### config.mk
export PLATFORM = sky130hd
export DESIGN_NAME = lpc_model_collector
export DESIGN_NICKNAME = d
export VERILOG_FILES = /design/src/rtl/lpc_model_collector.sv
export SDC_FILE = /design/constraint.sdc
export NUM_CORES = 2
export LEC_CHECK = 0
export ABC_CLOCK_PERIOD_IN_PS = 10200
export CORE_MARGIN = 2
export CORE_UTILIZATION = 55
export DETAILED_ROUTE_END_ITERATION = 12
export GPL_TIMING_DRIVEN = 0
export PLACE_DENSITY = 0.69
export SLEW_MARGIN = 20
export SYNTH_ARGS = -nofsm -noshare
export SYNTH_HDL_FRONTEND = slang
export SYNTH_SLANG_ARGS = --single-unit
### constraint.sdc
create_clock -name iClock -period 10.2 [get_ports iClock]
set_input_delay 1.53 -clock iClock [delete_from_list [all_inputs] [get_ports iClock]]
set_output_delay 1.53 -clock iClock [all_outputs]
set_load 0.02 [all_outputs]
### src/rtl/lpc_model_collector.sv
// Triangular store for Levinson-Durbin coefficients with a 1-cycle random-access read port; no backpressure, iEnable freezes all state.
// Define PROTOCOL_CHECK_EN to add burst checking and the sticky S_ERROR state; otherwise oError is tied low.
module lpc_model_collector #(
    parameter int ORDER = 12,
    parameter int DW    = 32
) (
    input  logic              iClock,
    input  logic              iReset,
    input  logic              iEnable,
    input  logic [3:0]        iM,
    input  logic [DW-1:0]     iModel,
    input  logic              iValid,
    input  logic              iDone,
    input  logic              iReadEn,
    input  logic [3:0]        iReadOrder,
    input  logic [3:0]        iReadIndex,
    output logic [DW-1:0]     oReadData,
    output logic              oReadValid,
    output logic [ORDER-1:0]  oOrderValid,
    output logic              oBusy,
    output logic              oDone,
    output logic              oError
);
    localparam int DEPTH = ORDER * (ORDER + 1) / 2;
    localparam int AW    = $clog2(DEPTH);
    localparam logic [3:0] ORDER_L = 4'(ORDER);

`ifdef PROTOCOL_CHECK_EN
    typedef enum logic [1:0] {S_IDLE, S_CAPTURE, S_DONE, S_ERROR} state_t;
`else
    typedef enum logic [1:0] {S_IDLE, S_CAPTURE, S_DONE} state_t;
`endif

    // base(m) = m*(m-1)/2 as a table so no multiplier is inferred
    function automatic logic [6:0] base_of(input logic [3:0] m);
        case (m)
            4'd2:    return 7'd1;
            4'd3:    return 7'd3;
            4'd4:    return 7'd6;
            4'd5:    return 7'd10;
            4'd6:    return 7'd15;
            4'd7:    return 7'd21;
            4'd8:    return 7'd28;
            4'd9:    return 7'd36;
            4'd10:   return 7'd45;
            4'd11:   return 7'd55;
            4'd12:   return 7'd66;
            4'd13:   return 7'd78;
            4'd14:   return 7'd91;
            4'd15:   return 7'd105;
            default: return 7'd0;
        endcase
    endfunction

    function automatic logic [7:0] addr_of(input logic [3:0] m, input logic [3:0] j);
        return {1'b0, base_of(m)} + {4'b0, j} - 8'd1;
    endfunction

    logic [DW-1:0]    mem [DEPTH];
    state_t           state_q;
    logic [3:0]       ml_q, cnt_q;
    logic [ORDER-1:0] orderv_q;
    logic             busy_q, done_q;
    logic [DW-1:0]    rd_data_q;
    logic             rd_vld_q;
`ifdef PROTOCOL_CHECK_EN
    logic [3:0]       last_q;
    logic             err_q;
`endif

    logic        start_ok, wr_en, rd_ok;
    logic [7:0]  wr_addr, rd_addr;
    logic [15:0] ov16;

    always_comb begin
        start_ok = (iM != 4'd0) && (iM <= ORDER_L);
`ifdef PROTOCOL_CHECK_EN
        start_ok = start_ok && (iM == last_q + 4'd1);
`endif
        wr_en   = 1'b0;
        wr_addr = 8'd0;
        if (state_q == S_IDLE && iValid && start_ok) begin
            wr_en   = 1'b1;
            wr_addr = addr_of(iM, iM);
        end else if (state_q == S_CAPTURE && iValid && cnt_q < ml_q) begin
            wr_en   = 1'b1;
`ifdef PROTOCOL_CHECK_EN
            wr_en   = (iM == ml_q);
`endif
            wr_addr = addr_of(ml_q, ml_q - cnt_q);
        end

        // An order whose burst is still landing reads as zero even if its bit is set
        ov16    = 16'(orderv_q);
        rd_addr = addr_of(iReadOrder, iReadIndex);
        rd_ok   = iReadEn && (iReadOrder != 4'd0) && (iReadOrder <= ORDER_L)
                  && ov16[iReadOrder - 4'd1]
                  && (iReadIndex != 4'd0) && (iReadIndex <= iReadOrder)
                  && !(busy_q && ml_q == iReadOrder);
    end

    always_ff @(posedge iClock) begin
        if (iEnable && !iReset && wr_en) begin
            mem[wr_addr[AW-1:0]] <= iModel;
        end
    end

    always_ff @(posedge iClock) begin
        if (iReset) begin
            state_q   <= S_IDLE;
            ml_q      <= 4'd0;
            cnt_q     <= 4'd0;
            orderv_q  <= '0;
            busy_q    <= 1'b0;
            done_q    <= 1'b0;
            rd_data_q <= '0;
            rd_vld_q  <= 1'b0;
`ifdef PROTOCOL_CHECK_EN
            last_q    <= 4'd0;
            err_q     <= 1'b0;
`endif
        end else if (iEnable) begin
            rd_vld_q  <= iReadEn;
            rd_data_q <= rd_ok ? mem[rd_addr[AW-1:0]] : '0;
            case (state_q)
                S_IDLE: begin
                    if (iValid) begin
                        if (start_ok) begin
                            ml_q    <= iM;
                            cnt_q   <= 4'd1;
                            busy_q  <= 1'b1;
                            state_q <= S_CAPTURE;
                        end
`ifdef PROTOCOL_CHECK_EN
                        else begin
                            err_q   <= 1'b1;
                            state_q <= S_ERROR;
                        end
`endif
                    end else if (iDone) begin
                        done_q  <= 1'b1;
                        state_q <= S_DONE;
                    end
                end
                S_CAPTURE: begin
                    if (iValid) begin
`ifdef PROTOCOL_CHECK_EN
                        if (iM != ml_q || cnt_q >= ml_q) begin
                            err_q   <= 1'b1;
                            busy_q  <= 1'b0;
                            state_q <= S_ERROR;
                        end else begin
                            cnt_q <= cnt_q + 4'd1;
                        end
`else
                        if (cnt_q < ml_q) cnt_q <= cnt_q + 4'd1;
`endif
                    end else begin
                        busy_q <= 1'b0;
`ifdef PROTOCOL_CHECK_EN
                        if (cnt_q != ml_q) begin
                            err_q   <= 1'b1;
                            state_q <= S_ERROR;
                        end else begin
                            orderv_q[ml_q - 4'd1] <= 1'b1;
                            last_q  <= ml_q;
                            done_q  <= iDone;
                            state_q <= iDone ? S_DONE : S_IDLE;
                        end
`else
                        orderv_q[ml_q - 4'd1] <= 1'b1;
                        done_q  <= iDone;
                        state_q <= iDone ? S_DONE : S_IDLE;
`endif
                    end
                end
                S_DONE: begin
`ifdef PROTOCOL_CHECK_EN
                    if (iValid) begin
                        err_q   <= 1'b1;
                        state_q <= S_ERROR;
                    end
`endif
                end
                default: ;
            endcase
        end
    end

    assign oReadData   = rd_data_q;
    assign oReadValid  = rd_vld_q;
    assign oOrderValid = orderv_q;
    assign oBusy       = busy_q;
    assign oDone       = done_q;
`ifdef PROTOCOL_CHECK_EN
    assign oError      = err_q;
`else
    assign oError      = 1'b0;
`endif
endmodule

==> results.py <==
metrics = {
    "placement": {
        "io_buffers": 94,
        "place_congestion": 0.958,
        "pre_cts_ws_ps": 2150,
        "dpl-instance-area_sq_mm": 0.110,
        "dpl.hpwl_um": 246000,
    },
    "outcome": {
        "status": "complete, no violations",
    },
    "sta": {
        "setup_ws_ps": 2680,
        "period_share_pct": 73.7,
        "maxSlewHeadroom_pct": 11.7,
        "setup_viol": 0,
        "rsz0062_at_grt": "false",
        "fin_crit_ps": 7520,
        "hold_ws_ps": 468,
        "max_freq_ghz": 0.133,
        "fin_worst_skew_ps": 46.0,
        "drv_slew": 0,
        "hold_viol": 0,
        "tightest_slew_ps": 1320,
    },
    "clock_tree": {
        "postCtsSetupBuffers": 0,
        "clkLatencyLatePin_ps": 960,
        "clockBufferDepth": 4,
        "cts.htree.levels": 5,
        "numCtsBuffers": 275,
        "cts_tree": "built",
        "cts-root-buf": "clkbuf_16",
        "clock-sinks": 2560,
        "cts_resized": 0,
        "ctsHoldBuffers": 0,
        "clk_pin_slew_ps": 60,
    },
    "setup_path": {
        "worstPathCellList": "clkdlybuf4s50_1 > ha_1 > a21oi_1 > ha_1 > inv_1 > ha_1 > fa_1 > buf_4 > buf_4 > buf_4 > buf_2 > buf_2 > o21ai_0 > a211oi_1 > a31oi_1 > o211ai_1 > a32o_1",
        "cp_top_family": "buffers and inverters",
        "required_ps": 11070,
        "start_kind": "input pin",
        "critical_path_class": "input pin to register",
        "r2r_setup_slack_ps": 3810,
        "crit_fanout": 13,
        "crit_slowest_cell": "fa_1",
        "end_kind": "register",
        "worstPathArrival_ps": 8390,
        "cp.buffers_inverters": 7,
        "max_stage_delay_ps": 810,
    },
    "finish": {
        "ff_latch_area_sq_mm": 0.0762,
        "final_common_cell": "edfxtp_1",
        "design_area_sq_mm": 0.118,
        "layout_common_cells": "edfxtp_1, mux4_2, buf_4",
        "areaGrowthSynthToFinish_pct": 17.7,
        "drive_gt1_share_pct": 31.1,
        "multi_input_area_sq_mm": 0.0227,
        "fill_cells": 11697,
        "layout.nets": 5585,
    },
    "logic_synthesis": {
        "async_reset_ff_share_pct": 0,
        "synth_seq_cells": 2560,
        "synth_edf_count": 2496,
        "synthFlopType": "edfxtp_1",
        "ys_warn_count": 0,
        "netlist_area_sq_mm": 0.100,
        "syn_nets": 4798,
        "synth_area_per_cell_sq_um": 21.4,
        "synthCells": 4696,
        "synth_cell_types": 79,
        "yosysSeqAreaShare_pct": 75.9,
    },
    "floorplan": {
        "initial_utilization_pct": 55.4,
        "die_x_um": 431,
        "core_region_area_sq_mm": 0.181,
        "die_h_um": 431,
        "dieArea_sq_mm": 0.186,
        "ios": 98,
        "num_rows": 156,
    },
    "routing": {
        "drt_wl_total_um": 351000,
        "drc": 0,
        "num_vias": 58473,
        "routedWlPerCell_um": 43.5,
        "vias_per_cell": 7.25,
        "first_pass_iters": 9,
        "antenna_left": 0,
        "drt_iter0_drc": 12227,
    },
    "pwr": {
        "pwr-share-comb_pct": 18.9,
        "p_seq_share_pct": 44.1,
        "worst_ir_drop_vdd_v": 0.000192,
        "intPower_w": 0.0188,
        "p_sw_share_pct": 28.3,
        "p_leak_nw": 38.8,
        "power_frac_clock_pct": 37.0,
        "p_sw_w": 0.00743,
        "p_per_area_mw_per_mm2": 222,
    },
    "grt": {
        "grt_pass1_vias": 55158,
        "antenna_found_initial": 18,
        "grt_pass1_wl_um": 466000,
        "grt_max_degree": 79,
        "grt.total_usage_pct": 37.8,
        "overflow": 0,
    },
    "min_path": {
        "min_path_type": "register to register",
    },
    "flow_run": {
        "cap_violations": 0,
    },
}
## area by class of cell
cell class	count	area share, %
flip-flops and latches	2560	64.5
plain buffers	277	1.43
clock buffers	349	6.26
multi-input cells	1798	19.3
well taps	2370	2.51
diodes	18	0.0381
repair buffers	510	4.80
inverters	61	0.194
clock inverters	117	0.971
## Yosys cell counts (40+ instances only)
| cell type | instances | area, sq um |
|---|---|---|
| ha_1 | 48 | 601 |
| clkbuf_1 | 77 | 289 |
| nor2_1 | 89 | 334 |
| mux2i_1 | 207 | 2070 |
| inv_1 | 61 | 229 |
| mux4_2 | 611 | 13800 |
| a21oi_1 | 69 | 345 |
| a211oi_1 | 40 | 300 |
| a221oi_1 | 59 | 517 |
| buf_2 | 89 | 445 |
| dfxtp_1 | 64 | 1280 |
| edfxtp_1 | 2496 | 75000 |
| nor3_1 | 80 | 400 |
| nand2_1 | 153 | 574 |
| buf_4 | 79 | 593 |
| o21ai_0 | 53 | 265 |
## kinds of logic after synthesis
kind of cell,after synthesis,share of synthesized area [%]
DFF,2560,75.9
muxes,852,16.2
and+or+nand+nor,466,2.20
AOI/OAI and AO/OA,402,2.89
buffers and inverters,338,1.90
adders and majority gates,52,0.678
xor gates and xnor gates,25,0.233
other,1,0.00374
## power groups by stage
stage	registers [W]	clock network (W)	logic [W]
6_report	0.0116	0.00970	0.00497
5_1_grt	0.0116	0.0101	0.00492
4_1_cts	0.0116	0.00969	0.00468
3_5_place_dp	0.0118	0	0.00466
3_3_place_gp	0.0118	0	0.00451
2_1_floorplan	0.0118	0	0.00244
## routing by layer
layer	vias up	global-route usage [%]	share of wire [%]
met2	5906	52.6	42
met3	1368	16.8	18
li1	21335	-	-
met5	-	0	0.077
met4	16	22.2	7.7
met1	29848	49.6	32
## through the flow
step / power [W] / cells / setup TNS (ps) / utilization, %
3_5_place_dp: 0.0165 / 7574 / 0 / 60.5
4_1_cts: 0.0259 / 8040 / 0 / 65.2
5_1_grt: 0.0266 / 8043 / 0 / 65.2
6_report: 0.0262 / 8060 / 0 / 65.2
3_3_place_gp: 0.0163 / 7160 / -3193500 / 57.6
2_1_floorplan: 0.0142 / 4696 / 0 / -
## registers in the layout (all words and copies together) (netlist names), named ones only
name and flops:
ml_q 4, cnt_q 4, mem 2496, oReadValid 1, oDone 1, oOrderValid 12, oBusy 1, oReadData 32
state_q 2
## worst min-delay path: stages, from the launching register on
cell	delay (ps)
dfxtp_1	310
nand2_1	60
a21oi_1	50
## worst paths after layout
| path | start | endpoint | cells past startpoint |
|---|---|---|---|
| worst min-delay path | oReadValid | oReadValid | 2 |
| worst max-delay path | iReadOrder[1] | oReadData[26] | 17 |
| worst min register to register | oReadValid | oReadValid | 2 |
| worst max register to register | ml_q[0] | mem[61][9] | 22 |
Note: power is estimated with default switching activity, not from simulation.
